**config.mk**
```make
export PLATFORM = sky130hd
export DESIGN_NAME = dlbf_coeffs_ram2axis_stream
export DESIGN_NICKNAME = d
export VERILOG_FILES = /design/src/rtl/dlbf_coeffs_pkg.sv /design/src/rtl/dlbf_coeffs_sync_fifo.sv /design/src/rtl/dlbf_coeffs_ram2axis_stream.sv
export SDC_FILE = /design/constraint.sdc
export NUM_CORES = 2
export LEC_CHECK = 0
export ABC_CLOCK_PERIOD_IN_PS = 12900
export BUFFER_PORTS_ARGS = -buffer_cell sky130_fd_sc_hd__clkbuf_2
export CORE_ASPECT_RATIO = 2
export CORE_MARGIN = 4
export CORE_UTILIZATION = 69
export CTS_BUF_LIST = sky130_fd_sc_hd__clkbuf_2 sky130_fd_sc_hd__clkbuf_4 sky130_fd_sc_hd__clkbuf_8
export CTS_CLUSTER_SIZE = 28
export DETAILED_ROUTE_END_ITERATION = 10
export GPL_ROUTABILITY_DRIVEN = 0
export PLACE_DENSITY = 0.88
export REMOVE_ABC_BUFFERS = 1
export SYNTH_ARGS = -nofsm -noshare
export SYNTH_HDL_FRONTEND = slang
export SYNTH_HIERARCHICAL = 1
export SYNTH_SLANG_ARGS = --single-unit
```
**constraint.sdc**
```tcl
create_clock -name m_axis_clk -period 12.9 [get_ports m_axis_clk]
set_input_delay 2.58 -clock m_axis_clk [delete_from_list [all_inputs] [get_ports m_axis_clk]]
set_output_delay 2.58 -clock m_axis_clk [all_outputs]
set_load 0.01 [all_outputs]
```
**src/rtl/dlbf_coeffs_pkg.sv**
```systemverilog
// Shared types and width helpers for the DLBF coefficient RAM-to-AXI4-Stream reader.
package dlbf_coeffs_pkg;

    typedef enum logic [1:0] {
        IDLE  = 2'd0,
        RUN   = 2'd1,
        DRAIN = 2'd2,
        DONE  = 2'd3
    } state_t;

    function automatic int fifo_count_width(input int depth);
        return $clog2(depth + 1);
    endfunction

    function automatic int inflight_width(input int latency);
        return $clog2(latency + 1);
    endfunction

endpackage

```
**src/rtl/dlbf_coeffs_sync_fifo.sv**
```systemverilog
// First-word-fall-through synchronous FIFO with occupancy count and flush.
module dlbf_coeffs_sync_fifo import dlbf_coeffs_pkg::*; #(
    parameter int DATA_WIDTH = 64,
    parameter int FIFO_DEPTH = 16,
    localparam int CW = fifo_count_width(FIFO_DEPTH)
) (
    input  logic                  clk,
    input  logic                  rst_n,
    input  logic                  flush,
    input  logic                  wr_en,
    input  logic [DATA_WIDTH-1:0] wr_data,
    input  logic                  rd_en,
    output logic [DATA_WIDTH-1:0] rd_data,
    output logic                  empty,
    output logic [CW-1:0]         count
);

    localparam int AW = $clog2(FIFO_DEPTH);

    logic [DATA_WIDTH-1:0] mem_r [FIFO_DEPTH];
    logic [AW-1:0]         wr_ptr_r;
    logic [AW-1:0]         rd_ptr_r;
    logic [CW-1:0]         count_r;
    logic                  wr_ok_s;
    logic                  rd_ok_s;

    assign wr_ok_s = wr_en & ~flush & (count_r != CW'(FIFO_DEPTH));
    assign rd_ok_s = rd_en & ~flush & ~empty;
    assign empty   = (count_r == '0);
    assign count   = count_r;
    assign rd_data = mem_r[rd_ptr_r];

    // Storage array; contents need no reset because the pointers qualify them.
    always_ff @(posedge clk) begin
        if (wr_ok_s) begin
            mem_r[wr_ptr_r] <= wr_data;
        end
    end

    // Pointer and occupancy tracking; flush wins over any concurrent access.
    always_ff @(posedge clk or negedge rst_n) begin
        if (!rst_n) begin
            wr_ptr_r <= '0;
            rd_ptr_r <= '0;
            count_r  <= '0;
        end else if (flush) begin
            wr_ptr_r <= '0;
            rd_ptr_r <= '0;
            count_r  <= '0;
        end else begin
            if (wr_ok_s) wr_ptr_r <= wr_ptr_r + AW'(1);
            if (rd_ok_s) rd_ptr_r <= rd_ptr_r + AW'(1);
            count_r <= count_r + CW'(wr_ok_s) - CW'(rd_ok_s);
        end
    end

endmodule

```
**src/rtl/dlbf_coeffs_ram2axis_stream.sv**
```systemverilog
// Streams coefficients from a circular RAM window to AXI4-Stream in blocks, with
// credit-based backpressure, counted or free-running iteration and clean abort.
module dlbf_coeffs_ram2axis_stream import dlbf_coeffs_pkg::*; #(
    parameter int DATA_WIDTH       = 64,
    parameter int ADDR_WIDTH       = 16,
    parameter int CNT_WIDTH        = 12,
    parameter int RAM_READ_LATENCY = 4,
    parameter int FIFO_DEPTH       = 16
) (
    input  logic                    m_axis_clk,
    input  logic                    m_axis_rst_n,
    input  logic                    go,
    input  logic                    abort,
    input  logic [ADDR_WIDTH-1:0]   base_addr,
    input  logic [ADDR_WIDTH-1:0]   rollover_addr,
    input  logic [CNT_WIDTH-1:0]    block_size,
    input  logic [CNT_WIDTH-1:0]    niter,
    output logic                    ram_en,
    output logic [ADDR_WIDTH-1:0]   ram_addr,
    input  logic [DATA_WIDTH-1:0]   ram_dout,
    input  logic                    m_axis_tready,
    output logic                    m_axis_tvalid,
    output logic                    m_axis_tlast,
    output logic [DATA_WIDTH-1:0]   m_axis_tdata,
    output logic [DATA_WIDTH/8-1:0] m_axis_tkeep,
    output logic                    busy,
    output logic                    done
);

    localparam int LAT = RAM_READ_LATENCY;
    localparam int CW  = fifo_count_width(FIFO_DEPTH);
    localparam int IW  = inflight_width(LAT);
    localparam int OW  = CW + 1;
    localparam int PW  = 2 * CNT_WIDTH;

    state_t                  state_r;
    logic                    go_q_r, busy_r, done_r, abort_r, hold_r;
    logic [ADDR_WIDTH-1:0]   base_r, last_addr_r, addr_r;
    logic [CNT_WIDTH-1:0]    bs_r, niter_r, beat_cnt_r, iter_cnt_r;
    logic [PW-1:0]           total_r, issued_r;
    logic [LAT-1:0]          vld_sr_r;
    logic [IW-1:0]           inflight_r;
    logic [CW-1:0]           fifo_count_s;
    logic [DATA_WIDTH-1:0]   fifo_dout_s;
    logic                    fifo_empty_s;
    logic                    go_edge_s, counted_s, can_issue_s, ram_en_s, last_read_s;
    logic                    tvalid_s, hs_s, final_hs_s, abort_req_s;
    logic [CNT_WIDTH-1:0]    bs_last_s;

    assign go_edge_s   = go & ~go_q_r & (state_r == IDLE) & (|block_size) & (|rollover_addr);
    assign counted_s   = |niter_r;
    // Everything already in the FIFO or still in the RAM pipe owns a FIFO slot.
    assign can_issue_s = (OW'(fifo_count_s) + OW'(inflight_r)) < OW'(FIFO_DEPTH);
    assign ram_en_s    = (state_r == RUN) & ~abort & can_issue_s & (~counted_s | (issued_r < total_r));
    assign last_read_s = ram_en_s & counted_s & (issued_r == total_r - PW'(1));

    assign bs_last_s   = bs_r - CNT_WIDTH'(1);
    assign tvalid_s    = busy_r & ~fifo_empty_s & (~abort_r | hold_r);
    assign hs_s        = tvalid_s & m_axis_tready;
    assign final_hs_s  = hs_s & counted_s & (iter_cnt_r == niter_r - CNT_WIDTH'(1)) & (beat_cnt_r == bs_last_s);
    assign abort_req_s = abort & ~abort_r & busy_r & ~final_hs_s;

    assign ram_en        = ram_en_s;
    assign ram_addr      = addr_r;
    assign m_axis_tvalid = tvalid_s;
    assign m_axis_tlast  = tvalid_s & (beat_cnt_r == bs_last_s);
    assign m_axis_tdata  = tvalid_s ? fifo_dout_s : {DATA_WIDTH{1'b0}};
    assign m_axis_tkeep  = tvalid_s ? {(DATA_WIDTH/8){1'b1}} : {(DATA_WIDTH/8){1'b0}};
    assign busy          = busy_r;
    assign done          = done_r;

    dlbf_coeffs_sync_fifo #(
        .DATA_WIDTH (DATA_WIDTH),
        .FIFO_DEPTH (FIFO_DEPTH)
    ) u_fifo (
        .clk     (m_axis_clk),
        .rst_n   (m_axis_rst_n),
        .flush   (abort_r & ~hold_r),
        .wr_en   (vld_sr_r[LAT-1] & ~abort_r),
        .wr_data (ram_dout),
        .rd_en   (hs_s),
        .rd_data (fifo_dout_s),
        .empty   (fifo_empty_s),
        .count   (fifo_count_s)
    );

    // Read side: address walk with wrap, issue count and RAM latency pipe.
    always_ff @(posedge m_axis_clk or negedge m_axis_rst_n) begin
        if (!m_axis_rst_n) begin
            addr_r     <= '0;
            issued_r   <= '0;
            vld_sr_r   <= '0;
            inflight_r <= '0;
        end else begin
            vld_sr_r[0] <= ram_en_s;
            for (int i = 1; i < LAT; i++) begin
                vld_sr_r[i] <= vld_sr_r[i-1];
            end
            inflight_r <= inflight_r + IW'(ram_en_s) - IW'(vld_sr_r[LAT-1]);
            if (go_edge_s) begin
                addr_r   <= base_addr;
                issued_r <= '0;
            end else if (ram_en_s) begin
                addr_r   <= (addr_r == last_addr_r) ? base_r : addr_r + ADDR_WIDTH'(1);
                issued_r <= issued_r + PW'(1);
            end
        end
    end

    // Control FSM with config capture, beat/iteration counters and abort hold.
    always_ff @(posedge m_axis_clk or negedge m_axis_rst_n) begin
        if (!m_axis_rst_n) begin
            state_r     <= IDLE;
            go_q_r      <= 1'b0;
            busy_r      <= 1'b0;
            done_r      <= 1'b0;
            abort_r     <= 1'b0;
            hold_r      <= 1'b0;
            base_r      <= '0;
            last_addr_r <= '0;
            bs_r        <= '0;
            niter_r     <= '0;
            total_r     <= '0;
            beat_cnt_r  <= '0;
            iter_cnt_r  <= '0;
        end else begin
            go_q_r <= go;
            if (hs_s) begin
                if (beat_cnt_r == bs_last_s) begin
                    beat_cnt_r <= '0;
                    iter_cnt_r <= iter_cnt_r + CNT_WIDTH'(1);
                end else begin
                    beat_cnt_r <= beat_cnt_r + CNT_WIDTH'(1);
                end
            end
            // A beat presented when abort arrives must survive until accepted.
            if (abort_req_s) begin
                abort_r <= 1'b1;
                hold_r  <= tvalid_s & ~m_axis_tready;
            end else if (hs_s) begin
                hold_r <= 1'b0;
            end
            case (state_r)
                IDLE: begin
                    if (go_edge_s) begin
                        base_r      <= base_addr;
                        last_addr_r <= base_addr + rollover_addr - ADDR_WIDTH'(1);
                        bs_r        <= block_size;
                        niter_r     <= niter;
                        total_r     <= PW'(block_size) * PW'(niter);
                        beat_cnt_r  <= '0;
                        iter_cnt_r  <= '0;
                        busy_r      <= 1'b1;
                        state_r     <= RUN;
                    end
                end
                RUN: begin
                    if (abort_req_s || last_read_s) state_r <= DRAIN;
                end
                DRAIN: begin
                    if ((inflight_r == '0) && fifo_empty_s && !hold_r) begin
                        state_r <= abort_r ? IDLE : DONE;
                        done_r  <= ~abort_r;
                        busy_r  <= 1'b0;
                        abort_r <= 1'b0;
                        hold_r  <= 1'b0;
                    end
                end
                DONE: begin
                    if (!go) begin
                        state_r <= IDLE;
                        done_r  <= 1'b0;
                    end
                end
                default: begin
                    state_r <= IDLE;
                    busy_r  <= 1'b0;
                    done_r  <= 1'b0;
                end
            endcase
        end
    end

endmodule

```
==> impl_metrics.yaml <==
synth:
  synthTopCellsByCount: "1024 x edfxtp_1, 352 x nand2_1, 273 x mux2i_1"
  synthesis.instances: 3822
  avgSynthCellArea_sq_um: 14.5
  seq_area_frac_synth_pct: 63.0
  synth_most_common_cell: "edfxtp_1"
  async_flop_share_pct: 14.3
  yosys_warnings: 6
  synth_flop_cell: "edfxtp_1"
  synth_area_leaders: "edfxtp_1 55%, dfrtp_1 7.7%, mux4_2 5.2%, mux2i_1 4.9%, fa_1 3.7%"
  syn_area_sq_um: 55600
  yosys.area.top_type: "edfxtp_1"
  synth_top_area_share_pct: 55.3
  synth_seq_cells: 1195
  synthDistinctLibCells: 78
  synth_edf_count: 1024
sta:
  hold_ws_ns: 0.354
  fin_skew_ns: 0.0323
  finalMaxSlewViolations: 0
  hold_violations: 0
  slew_headroom_pct: 22.4
  setup_viol: 0
  rsz0062_at_grt: "false"
  max_freq_mhz: 122
  fin_crit_ns: 8.17
  period_share_pct: 63.4
  worstMarginPinSlew_ns: 1.16
global_routing:
  grt_max_degree: 134
  antenna_found_initial: 12
  grt_pass1_vias: 35700
  grt_pass1_wl_mm: 205
  grt_usage_pct: 31.5
  overflow: 0
min_path:
  whs_path_depth: 0
  min_to: "vld_sr_r[3]"
  hp-start: "vld_sr_r[2]"
  holdCritPathClass: "flip-flop to flip-flop"
worst_setup_path:
  slowest_stage: "buf_4"
  worstPathMaxFanout: 74
  cp-end-kind: "output port"
  crit_path_start_kind: "flip-flop"
  reg2reg_depth: 20
  r2r_setup_slack_ns: 8.36
  path_class: "flip-flop to output port"
  regToRegStartpoint: "u_fifo/count[2]"
  r2r-end: "u_fifo/count[4]"
  worstPathCellList: "buf_4 -> and2_4 -> buf_4 -> a221oi_1 -> o21ai_0 -> nand2_1 -> and2_1 -> clkbuf_2"
  worstPathRequired_ns: 10.32
  cp_data_arrival_time_ns: 5.59
  crit_top_cell: "buf_4"
  slowest_delay_ns: 0.96
floorplanning:
  io_pins: 218
  coreArea_sq_um: 80000
  die_h_microns: 409
  die-area_sq_um: 85400
  rows: 147
  fp.dieW_microns: 209
  start_util_pct: 69.5
clocking:
  clkSinkCount: 1195
  cts_tree: "yes"
  h-tree-depth: 4
  cts_root_buf: "clkbuf_8"
  post_cts_resized: 0
  holdBufCountCts: 0
  clk_latency_ns: 0.85
  cts_buffers: 156
  path_clk_slew_ns: 0.06
  clock_tree.buffer_depth: 3
  cts_setup_buffers: 0
power_and_ir_drop:
  power_density_nw_per_um2: 154
  leakage_nw: 21.8
  p_total_mw: 9.35
  vdd_drop_max_uv: 142
drt:
  first_iter_violations: 3588
  vias_per_cell: 6.59
  routed_wl_mm: 134
  drc_errors: 0
  drtPass1Iterations: 7
  wl_per_cell_microns: 25.6
  via_count: 34400
  ant_nets: 0
finish:
  drive_gt1_share_pct: 16.6
  stdcell_area_sq_um: 60700
  nets: 4417
  synthToLayoutAreaGrowth_pct: 9.16
  fill_cells: 4583
  stdcell_count: 5218
placed_design:
  io_buffers: 217
  dp.cells: 4937
  placed_area_sq_um: 57500
  dpl.hpwl_mm: 79.0
run:
  cap_violations: 0
outcome:
  run_status: "complete, no violations"
cell families after synthesis:
logic type | share of synthesized area, %
AOI/OAI and AO/OA | 6.77
xor gates and xnor gates | 2.08
adders and majority gates | 6.80
buffers and inverters | 3.60
DFF | 63.0
muxes | 10.1
and+or+nand+nor | 7.59
power breakdown:
group | internal, mW | switching (mW) | total (mW)
Sequential | 4.37 | 0.247 | 4.61
Combinational | 0.776 | 1.14 | 1.92
Clock | 1.46 | 1.35 | 2.81
Total | 6.61 | 2.74 | 9.35
per-layer routing:
metal / vias up / global-route usage [%] / wire, microns
met2: 1862 / 55.1 / 70100
met1: 17200 / 37.5 / 45300
met4: 10 / 14.9 / 6530
met3: 430 / 6.47 / 11600
li1: 14800 / - / -
met5: - / 0 / 60
registers in the layout, summed over array words and instances (netlist names):
| signal | cells |
|---|---|
| u_fifo/wr_ptr_r | 4 |
| busy | 1 |
| niter_r | 12 |
| go_q_r | 1 |
| hold_r | 1 |
| bs_r | 12 |
| total_r | 24 |
| done | 1 |
| u_fifo/mem_r | 1024 |
| u_fifo/count | 5 |
| beat_cnt_r | 12 |
| abort_r | 1 |
| base_r | 16 |
| state_r | 2 |
| last_addr_r | 16 |
| vld_sr_r | 4 |
| ram_addr | 16 |
| iter_cnt_r | 12 |
| inflight_r | 3 |
| u_fifo/rd_ptr_r | 4 |
| issued_r | 24 |
cell usage in the layout, fill, tap and decap left out, types with 12 or more instances in the layout:
master	instances
ha_1	137
a211oi_1	14
xnor2_1	64
or4_1	14
clkinv_1	28
xor2_1	68
nand2_1	352
fa_1	103
o211ai_1	12
nand2b_1	16
nor2_4	12
nor4_1	27
clkbuf_2	216
inv_1	252
nand4_1	32
buf_4	51
dfrtp_1	167
nor3_1	33
a21oi_1	64
o21ai_0	165
clkbuf_8	168
and3_1	17
nand3_1	50
mux4_2	128
nor2_1	97
and2_1	126
nor2b_1	14
a221oi_1	131
o31ai_1	14
a31oi_1	12
or3_1	17
mux2i_1	273
clkbuf_4	49
a22oi_1	67
edfxtp_1	1024
cell type report:
class	instances	area, sq um	area share, %
antenna	10	25.0	0.0413
clock buffer	217	2680	4.42
clock inverter	54	444	0.732
inverter	254	955	1.57
multi-input combinational	2175	18700	30.8
sequential	1195	35000	57.8
tap	1043	1310	2.15
timing repair buffer	270	1520	2.50
worst max-delay path by stage:
stage | start | slack (ns) | end
6_report | u_fifo/rd_ptr_r[1] | 4.73 | m_axis_tdata[34]
5_1_grt | u_fifo/rd_ptr_r[1] | 4.65 | m_axis_tdata[1]
4_1_cts | u_fifo/rd_ptr_r[1] | 4.81 | m_axis_tdata[34]
3_5_place_dp | niter[5] | 5.22 | total_r[13]
3_3_place_gp | block_size[3] | 5.27 | total_r[23]
2_1_floorplan | u_fifo/rd_ptr_r[0] | -3.87 | m_axis_tdata[0]
per-stage QoR:
stage,TNS [ns],utilization (%),setup WS (ns)
5_1_grt,0,75.8,4.65
2_1_floorplan,-250.46,-,-3.87
3_3_place_gp,0,71.9,5.27
3_5_place_dp,0,71.9,5.22
6_report,0,75.8,4.73
4_1_cts,0,75.8,4.81
critical path, delay by kind of cell (launching register included):
family	cells	cell delay [ns]
flip-flops	1	0.78
buffers and inverters	3	2.01
AND/OR/NAND/NOR	3	1.09
AO/OA/AOI/OAI	2	0.68
(Power assumes the default switching activity.)
